<file path="src/rtl/fifo_prog_pkg.sv">
// Shared types and elaboration helpers for the programmable-threshold FIFO.
// Derives the count width and validates the chosen depth.
package fifo_prog_pkg;

   typedef enum logic {
      READ_REG  = 1'b0,
      READ_FWFT = 1'b1
   } read_mode_e;

   // Occupancy ranges 0..depth inclusive, hence depth+1 codes.
   function automatic int cnt_width(input int depth);
      return $clog2(depth + 1);
   endfunction

   function automatic bit depth_ok(input int depth);
      return depth >= 2;
   endfunction

endpackage

</file>
<file path="src/rtl/fifo_wrap_ptr.sv">
// Circular pointer that wraps from DEPTH-1 back to 0.
// Depth need not be a power of two.
module fifo_wrap_ptr #(
   parameter int DEPTH = 8,
   parameter int PTR_W = (DEPTH > 1) ? $clog2(DEPTH) : 1
) (
   input  logic             clk_in,
   input  logic             sreset,
   input  logic             inc,
   output logic [PTR_W-1:0] ptr
);

   logic [PTR_W-1:0] r_ptr;

   // Wrap is an explicit compare so that non-power-of-two depths index correctly.
   always_ff @(posedge clk_in) begin
      if (sreset) begin
         r_ptr <= '0;
      end else if (inc) begin
         if (r_ptr == PTR_W'(DEPTH - 1)) begin
            r_ptr <= '0;
         end else begin
            r_ptr <= r_ptr + PTR_W'(1);
         end
      end
   end

   assign ptr = r_ptr;

endmodule

</file>
<file path="src/rtl/fifo_mem_prog.sv">
// Single-clock FIFO of arbitrary depth with registered or fall-through reads,
// occupancy count, programmable almost thresholds and sticky error flags.
module fifo_mem_prog
   import fifo_prog_pkg::*;
#(
   parameter int DATA_WIDTH = 32,
   parameter int DEPTH      = 8,
   parameter int FWFT       = 0,
   parameter int CNT_W      = cnt_width(DEPTH)
) (
   input  logic                  clk_in,
   input  logic                  sreset,
   input  logic                  wr_en,
   input  logic [DATA_WIDTH-1:0] wr_data,
   input  logic                  rd_en,
   output logic [DATA_WIDTH-1:0] rd_data,
   output logic                  rd_valid,
   input  logic [CNT_W-1:0]      af_thresh,
   input  logic [CNT_W-1:0]      ae_thresh,
   input  logic                  clr_err,
   output logic [CNT_W-1:0]      count,
   output logic                  full_ind,
   output logic                  empty_ind,
   output logic                  almost_full_ind,
   output logic                  almost_empty_ind,
   output logic                  overflow_ind,
   output logic                  underflow_ind
);

   localparam int PTR_W = (DEPTH > 1) ? $clog2(DEPTH) : 1;
   localparam read_mode_e MODE = (FWFT != 0) ? READ_FWFT : READ_REG;

   generate
      if (!depth_ok(DEPTH)) begin : g_bad_depth
         $error("fifo_mem_prog: DEPTH must be at least 2");
      end
   endgenerate

   logic [DATA_WIDTH-1:0] r_mem [DEPTH];
   logic [CNT_W-1:0]      r_count;
   logic                  r_overflow;
   logic                  r_underflow;
   logic [PTR_W-1:0]      w_wrPtr;
   logic [PTR_W-1:0]      w_rdPtr;
   logic                  w_empty;
   logic                  w_full;
   logic                  w_rdAccept;
   logic                  w_wrAccept;

   assign w_empty    = (r_count == '0);
   assign w_full     = (r_count == CNT_W'(DEPTH));
   assign w_rdAccept = rd_en && !w_empty;
   // A full FIFO still takes a push when a pop frees the head slot in the same cycle.
   assign w_wrAccept = wr_en && (!w_full || w_rdAccept);

   fifo_wrap_ptr #(.DEPTH(DEPTH), .PTR_W(PTR_W)) u_wrPtr (
      .clk_in (clk_in),
      .sreset (sreset),
      .inc    (w_wrAccept),
      .ptr    (w_wrPtr)
   );

   fifo_wrap_ptr #(.DEPTH(DEPTH), .PTR_W(PTR_W)) u_rdPtr (
      .clk_in (clk_in),
      .sreset (sreset),
      .inc    (w_rdAccept),
      .ptr    (w_rdPtr)
   );

   always_ff @(posedge clk_in) begin
      if (!sreset && w_wrAccept) begin
         r_mem[w_wrPtr] <= wr_data;
      end
   end

   always_ff @(posedge clk_in) begin
      if (sreset) begin
         r_count <= '0;
      end else if (w_wrAccept && !w_rdAccept) begin
         r_count <= r_count + CNT_W'(1);
      end else if (w_rdAccept && !w_wrAccept) begin
         r_count <= r_count - CNT_W'(1);
      end
   end

   // A new rejection outranks a clear arriving in the same cycle.
   always_ff @(posedge clk_in) begin
      if (sreset) begin
         r_overflow  <= 1'b0;
         r_underflow <= 1'b0;
      end else begin
         if (wr_en && !w_wrAccept) begin
            r_overflow <= 1'b1;
         end else if (clr_err) begin
            r_overflow <= 1'b0;
         end
         if (rd_en && !w_rdAccept) begin
            r_underflow <= 1'b1;
         end else if (clr_err) begin
            r_underflow <= 1'b0;
         end
      end
   end

   generate
      if (MODE == READ_REG) begin : g_readReg
         logic [DATA_WIDTH-1:0] r_rdData;
         logic                  r_rdValid;

         always_ff @(posedge clk_in) begin
            if (sreset) begin
               r_rdData  <= '0;
               r_rdValid <= 1'b0;
            end else begin
               r_rdValid <= w_rdAccept;
               if (w_rdAccept) begin
                  r_rdData <= r_mem[w_rdPtr];
               end
            end
         end

         assign rd_data  = r_rdData;
         assign rd_valid = r_rdValid;
      end else begin : g_readFwft
         assign rd_data  = r_mem[w_rdPtr];
         assign rd_valid = !w_empty;
      end
   endgenerate

   assign count            = r_count;
   assign full_ind         = w_full;
   assign empty_ind        = w_empty;
   assign almost_full_ind  = (r_count >= af_thresh);
   assign almost_empty_ind = (r_count <= ae_thresh);
   assign overflow_ind     = r_overflow;
   assign underflow_ind    = r_underflow;

endmodule

</file>
<file path="config.mk">
export PLATFORM = sky130hd
export DESIGN_NAME = fifo_mem_prog
export DESIGN_NICKNAME = d
export VERILOG_FILES = /design/src/rtl/fifo_prog_pkg.sv /design/src/rtl/fifo_wrap_ptr.sv /design/src/rtl/fifo_mem_prog.sv
export SDC_FILE = /design/constraint.sdc
export NUM_CORES = 1
export LEC_CHECK = 0
export BUFFER_PORTS_ARGS = -buffer_cell sky130_fd_sc_hd__buf_2
export CELL_PAD_IN_SITES_DETAIL_PLACEMENT = 0
export CELL_PAD_IN_SITES_GLOBAL_PLACEMENT = 1
export CORE_MARGIN = 2
export CORE_UTILIZATION = 47
export DETAILED_ROUTE_END_ITERATION = 8
export PLACE_DENSITY_LB_ADDON = 0.1
export SYNTH_ARGS = -nofsm -noshare
export SYNTH_HDL_FRONTEND = slang
export SYNTH_HIERARCHICAL = 1
export SYNTH_SLANG_ARGS = --single-unit
export TNS_END_PERCENT = 20
</file>
<file path="constraint.sdc">
create_clock -name clk_in -period 4.4 [get_ports clk_in]
set_input_delay 0 -clock clk_in [delete_from_list [all_inputs] [get_ports clk_in]]
set_output_delay 0 -clock clk_in [all_outputs]
set_load 0.01 [all_outputs]
</file>
==> results.md, run 1 <==
- Initial antenna violation count: 1
- CTS tree: done
- CP Class: flip-flop to flip-flop
- Worst path required time: slightly below 5 ns
- Slew HR: ~22%
- H-tree lvl count: 1
- Reg2reg start: count[3]
- RePlAce Congestion: 0.6628
- Vias in the first global route: about 6100
- Fin. max-slew vios: 0
- Syn Inst Count: 586
- Final setup fails: 0
- Syn. warnings: 6
- Final #Nets: between 700 and 800
- Cell Count, Final, Fillers Out: 1071
- Max Cap Viol: 0
- Final Critical Period: approximately 2.9 ns
- Setup total negative slack: 0 ns
- Initial core utilization: 48.00%
- Die area: roughly 0.026 mm²
- CTS resizes: 0
- Pwr dens: roughly 550 mW/mm²
- Endpoints failing hold: 0
- Area of the core: approximately 0.024 mm²
- Hold path startpoint: sreset
- Worst path depth: 9
- Crit-path most repeated cell: ha_1
- Via/cell ratio: ~5.4
- Worst slack at placement: ~1.6 ns
- Post-route antenna net violation count: 0
- Synth top area cells: edfxtp_1, mux4_2, dfxtp_1
- Drt drc: 0
- First drt pass iteration count: 4
- Cts bufs inserted: 31
- GRT Resource Usage Total: between 10% and 20%
- Delay-heaviest family, CP: compound AO/OA/AOI/OAI gates
- Post-synth EDFFs: approximately 260
- Hold/Removal Path Class: input port to flip-flop
- Post-CTS Setup Bufs: 0
- Post-Route Utilization: between 50% and 60%
- Most common cell after layout, fill and taps aside: edfxtp_1
- Most frequent cells in the layout: edfxtp_1, buf_2, mux4_2, nor2_1, dfxtp_1
- Max stage delay on crit path: 0.52 ns
- DR WL/cell: roughly 21 µm
- Crit path launch type: flip-flop
- Io pins: a little under 90
- Reg2reg setup slack: ~1.5 ns
- Placed wire-length estimate: approximately 12 mm
- First-pass GRT wire length: 34.48 mm
- Worst Path Buf+Inv: 1
- CP cell instances: or4b_1 > o21a_1 > ha_1 > inv_1 > ha_1 > a21oi_1 > a211oi_1 > a31oi_1 > mux2_2
- Crit. End Element: flip-flop
- Die width: roughly 160 µm
- Clk Latency, worst-skew pair: between 0.5 and 0.6 ns
- DIE HEIGHT: between 150 and 200 µm
- Cells on worst reg2reg path: 9
- GRT Residual Overflow: 0
- Hold path cells: 4
- Crit path max fanout: 8
- Post-Route WL: 22.33 mm
- Layout Skew: 0.01824 ns
- CP arrival: 3.31 ns
- FF+latch count, synth: 301
- Outcome: finished, final reports clean
- CTS Buffer Depth: 3
- Setup ws final: between 1.5 and 2 ns
- Peak VDD IR: about 0.00033 V
- Slowest cell on crit path: or4b_1
- Syn_nets: 647
- Initial drt markers: 294
- Count of cell types in the netlist: 41
- Port Buffers: between 80 and 90
- Area Overhead vs Synth: 19.54%
- Largest net degree at the start of global routing: between 60 and 70
- CTS root buf: clkbuf_16
- Async S/R FF share, synth: 0%
- Post-Syn Area: roughly 0.012 mm²
- Synth area leader: edfxtp_1
- Fin crit share: between 60% and 70%
- Share of cells above drive strength 1: 37.67%
- P_leak: approximately 4.7 nW
- RSZ-0062 raised after global routing: false
- Sink Count: 301
- Worst Tran Pin Value: between 1 and 1.5 ns
- Top FF cell, synth: edfxtp_1
- Rows: 57
- Reg clk slew, reported paths: approximately 0.070 ns
- Placed cell count: 977
- DR vias: approximately 5700
- FMAX: ~350 MHz
- Syn_area_per_cell: around 20 µm²
- CTS Hold Bufs: 36
- WHS Endpoint: r_mem[6][17]
- Sequential share of the synthesized area: 73.57%
- Reg-to-reg endpoint: count[3]
- Top cell type's share of synthesized area: between 60% and 70%
==> through the flow <==
| stage | power (mW) | area [µm²] | hold slack, ns |
|---|---|---|---|
| 3_5_place_dp | 4.888 | 12480 | 0.2738 |
| 6_report | 7.610 | 13950 | 0.09610 |
| 5_1_grt | 7.956 | 13950 | 0.1341 |
| 4_1_cts | 7.711 | 13950 | 0.07933 |
| 2_1_floorplan | 4.498 | 11680 | 0.06244 |
| 3_3_place_gp | 4.854 | 12480 | 0.2550 |
==> cells in the mapped netlist (all sizes together) (2+ instances only) <==
master	number
o22ai	32
nor4	3
nand3b	3
a21o	3
dfxtp	45
mux4	64
inv	10
nor3	32
ha	15
mux2i	3
or3b	2
nor2	52
nand2	4
a21oi	8
clkbuf	12
nand2b	8
nor2b	4
o21a	3
edfxtp	256
buf	17
==> registers in the layout (all words and copies together) (netlist names) <==
name           cells
overflow_ind       1
r_mem            256
u_rdPtr/ptr        3
count              4
underflow_ind      1
u_wrPtr/ptr        3
rd_valid           1
rd_data           32
==> cells by family after synthesis <==
| logic type | after synthesis | share of synthesized area [%] |
|---|---|---|
| muxes | 68 | 12.70 |
| AOI/OAI and AO/OA | 49 | 3.741 |
| DFF | 301 | 73.57 |
| xor gates and xnor gates | 2 | 0.1501 |
| and+or+nand+nor | 111 | 6.227 |
| buffers and inverters | 39 | 1.833 |
| adders and majority gates | 16 | 1.779 |
==> report_power, final <==
group	switching, mW	total (mW)	internal, mW
Sequential	0.202	3.49	3.28
Clock	1.05	2.79	1.74
Combinational	0.679	1.34	0.659
==> metal layers <==
layer,global-route usage [%],part of all wire (%),up-vias
met5,0,0,-
li1,-,-,2639
met4,4.302,1.6,0
met2,30.59,51,139
met1,23.13,43,2938
met3,2.363,4.4,28
==> cell type report <==
type,instances,area [µm²]
timing repair buffer,132,863.3
clock buffer,36,814.5
multi-input combinational,246,2938
clock inverter,21,295.3
fill,1851,10360
antenna,1,2.502
sequential,301,8596
tap,324,405.4
inverter,10,40.04
==> worst register-to-register path, stage by stage (launching register included) <==
cell      delay, ns
dfxtp_1        0.49
or4b_1         0.52
o21a_1         0.29
ha_1           0.24
inv_1          0.14
ha_1           0.29
a21oi_1        0.20
a211oi_1       0.10
a31oi_1        0.16
mux2_2         0.34
==> worst max-delay path by stage <==
stage / start / end / slack [ns]
4_1_cts: count[1] / count[3] / 1.54
5_1_grt: count[1] / count[3] / 1.42
2_1_floorplan: count[1] / r_mem[2][0] / -0.25
3_5_place_dp: count[0] / count[3] / 1.56
6_report: count[3] / count[3] / 1.53
3_3_place_gp: count[1] / count[3] / 1.58
(Power assumes the default switching activity.)
==> run 2, diff against run 1 <==
- clock period: 4.4 -> 2.5 ns (I/O delays scaled with it)
==> run 2 against run 1 <==
Effect of this change: clock-buffer cell count up 10; combinational power up 110%; global-route usage up 0.62 points; critical path type unchanged; largest power group unchanged; wire length up 2.3%; critical endpoint unchanged; sequential cell count unchanged; worst hold slack better by 0.22 ns; clock skew up 0.0022 ns; final area up 2.2%; clock power up 74%; sequential power up 72%.
==> results.md, run 2 (synthesis gave the netlist of run 1 again) <==
- Drt drc: 0 (unchanged)
- Hold path startpoint: wr_data[31]
- Crit path launch type: flip-flop
- GRT Residual Overflow: 0 (unchanged)
- Post-Route Utilization: 58.62% (+1.2 points)
- Crit path launch: count[0]
- Pwr dens: 956.8 mW/mm² (+75%)
- CTS root buf: clkbuf_16
- Final Critical Period: 2.414 ns (-0.4588 ns)
- Worst path required time: 2.87 ns (-1.97 ns)
- Initial antenna violation count: 0 (-1)
- Vias in the first global route: 6260 (+3.2%)
- GRT Resource Usage Total: 18.02% (+0.62 points)
- Initial core utilization: 48.00% (unchanged)
- Final #Nets: 807 (+3.1%)
- Die width: 161.6 µm (unchanged)
- H-tree lvl count: 2 (+1)
- Reg clk slew, reported paths: 0.05 ns (-0.02 ns)
- Hold/Removal Path Class: input port to flip-flop
- Port Buffers: 87 (unchanged)
- CTS Buffer Depth: 3 (unchanged)
- Fin. max-slew vios: 0 (unchanged)
- Cts bufs inserted: 34 (+9.7%)
- Crit path max fanout: 4 (-4)
- Area of the core: 0.02432 mm² (unchanged)
- Post-Route WL: 22.84 mm (+2.3%)
- RePlAce Congestion: 0.7212 (+8.8%)
- First drt pass iteration count: 5 (+1)
- Io pins: 88 (unchanged)
- Max Cap Viol: 0 (unchanged)
- Post-route antenna net violation count: 0 (unchanged)
- Endpoints failing hold: 0 (unchanged)
- Initial drt markers: 372 (+27%)
- Crit. End Element: flip-flop
- RSZ-0062 raised after global routing: true
- CP arrival: 2.79 ns (-0.52 ns)
- Layout Skew: 0.02044 ns (+0.002205 ns)
- Clk Latency, worst-skew pair: 0.50 ns (-0.04 ns)
- Peak VDD IR: 0.0007314 V (+120%)
- Most common cell after layout, fill and taps aside: edfxtp_1
- Slew HR: 15.33% (-6.3 points)
- Rows: 57 (unchanged)
- Outcome: finished, final reports clean
- DR vias: 5894 (+2.6%)
- Reg2reg start: count[0]
- Sink Count: 301 (unchanged)
- Worst Tran Pin Value: 1.267 ns (+0.09425 ns)
- FMAX: 414.2 MHz (+19%)
- Area Overhead vs Synth: 22.12%
- First-pass GRT wire length: 35.74 mm (+3.7%)
- Area after detailed placement: 0.01269 mm² (+1.6%)
- Fin crit share: 96.57% (+31 points)
- Max FFs per register: 256 (unchanged)
- Most frequent cells in the layout: edfxtp_1, buf_2, mux4_2, nor2_1, dfxtp_1
- P_leak: 4.858 nW (+3.0%)
- Via/cell ratio: 5.383 (+0.36%)
- Largest net degree at the start of global routing: 47 (-30%)
- DR WL/cell: 20.86 µm (about the same)
- Final Cell Area: 0.01426 mm² (+2.2%)
- Largest Register: r_mem
- CP Class: flip-flop to flip-flop
- ANT cells: 0 (-1)
- DIE HEIGHT: 161.6 µm (unchanged)
- Final setup fails: 0 (unchanged)
- CTS tree: done
- Placed wire-length estimate: 13.24 mm (+9.9%)
- Share of cells above drive strength 1: 40.08% (+2.4 points)
- Die area: 0.02611 mm² (unchanged)
-- run 2: cell count changes in the layout (fill, tap and decap cells not counted), moves of 4 or more --
cell and delta:
clkbuf_16 +4, buf_4 +14, buf_12 +6, bufinv_16 -4, clkbuf_1 +4
-- run 2: what timing repair did --
action                                  in CTS  in global routing
buffers inserted                             0                  5
endpoints found under the hold margin      267                  0
endpoints found under the setup margin       1                 21
hold buffers                                37                  0
resized for setup                            3                  8
pin swaps                                    2                  4
-- run 2: worst max-delay path, cell delays in order, from the launching register on --
cell	delay (ns)
dfxtp_2	0.31
or4b_4	0.53
o21a_4	0.24
ha_4	0.17
inv_4	0.06
buf_6	0.10
ha_1	0.23
nand3_2	0.09
a211oi_2	0.06
a31oi_1	0.16
mux2_2	0.35
-- run 2: final timing paths --
| check | endpoint | slack (ns) | depth (start not counted) |
|---|---|---|---|
| min | r_mem[4][31] | 0.31 | 2 |
| max reg2reg | count[3] | 0.09 | 10 |
| max | count[3] | 0.09 | 10 |
| min reg2reg | rd_data[2] | 0.49 | 2 |
-- run 2: cell type report --
type,count,area (µm²)
Fill cell,1851,10060
Sequential cell,301,8600
Multi-Input combinational cell,246,2997
Timing Repair Buffer,153,1105
Clock buffer,46,957.2
Tap cell,324,405.4
Clock inverter,15,150.1
Inverter,10,42.54
-- run 2: layer usage --
layer / global-route usage [%] / vias up / routed length (µm)
met5: 0 / - / 0
met4: 5.195 / 0 / 400
met3: 2.851 / 34 / 891
met2: 30.44 / 121 / 11380
met1: 24.49 / 3055 / 10160
li1: - / 2684 / -
-- run 2: per-stage QoR --
stage / setup slack, ns / instances / power, mW / hold slack [ns] / setup TNS [ns]
after detailed placement: -0.04926 / 992 / 8.807 / 0.2637 / -0.04926
final: 0.08570 / 1095 / 13.64 / 0.3121 / 0
after CTS: 0.008511 / 1090 / 13.72 / 0.2994 / 0
after global routing: -0.01164 / 1095 / 14.24 / 0.3283 / -0.01164
after global placement: -0.03549 / 992 / 8.741 / 0.2563 / -0.03549
after floorplan: -0.2425 / 586 / 7.927 / 0.06244 / -45.97
-- run 2: power breakdown --
part / total [mW] / switching [mW] / internal, mW
Combinational: 2.78 / 1.41 / 1.37
Clock: 4.86 / 1.87 / 2.99
Sequential: 6.00 / 0.213 / 5.78
Total: 13.6 / 3.50 / 10.1
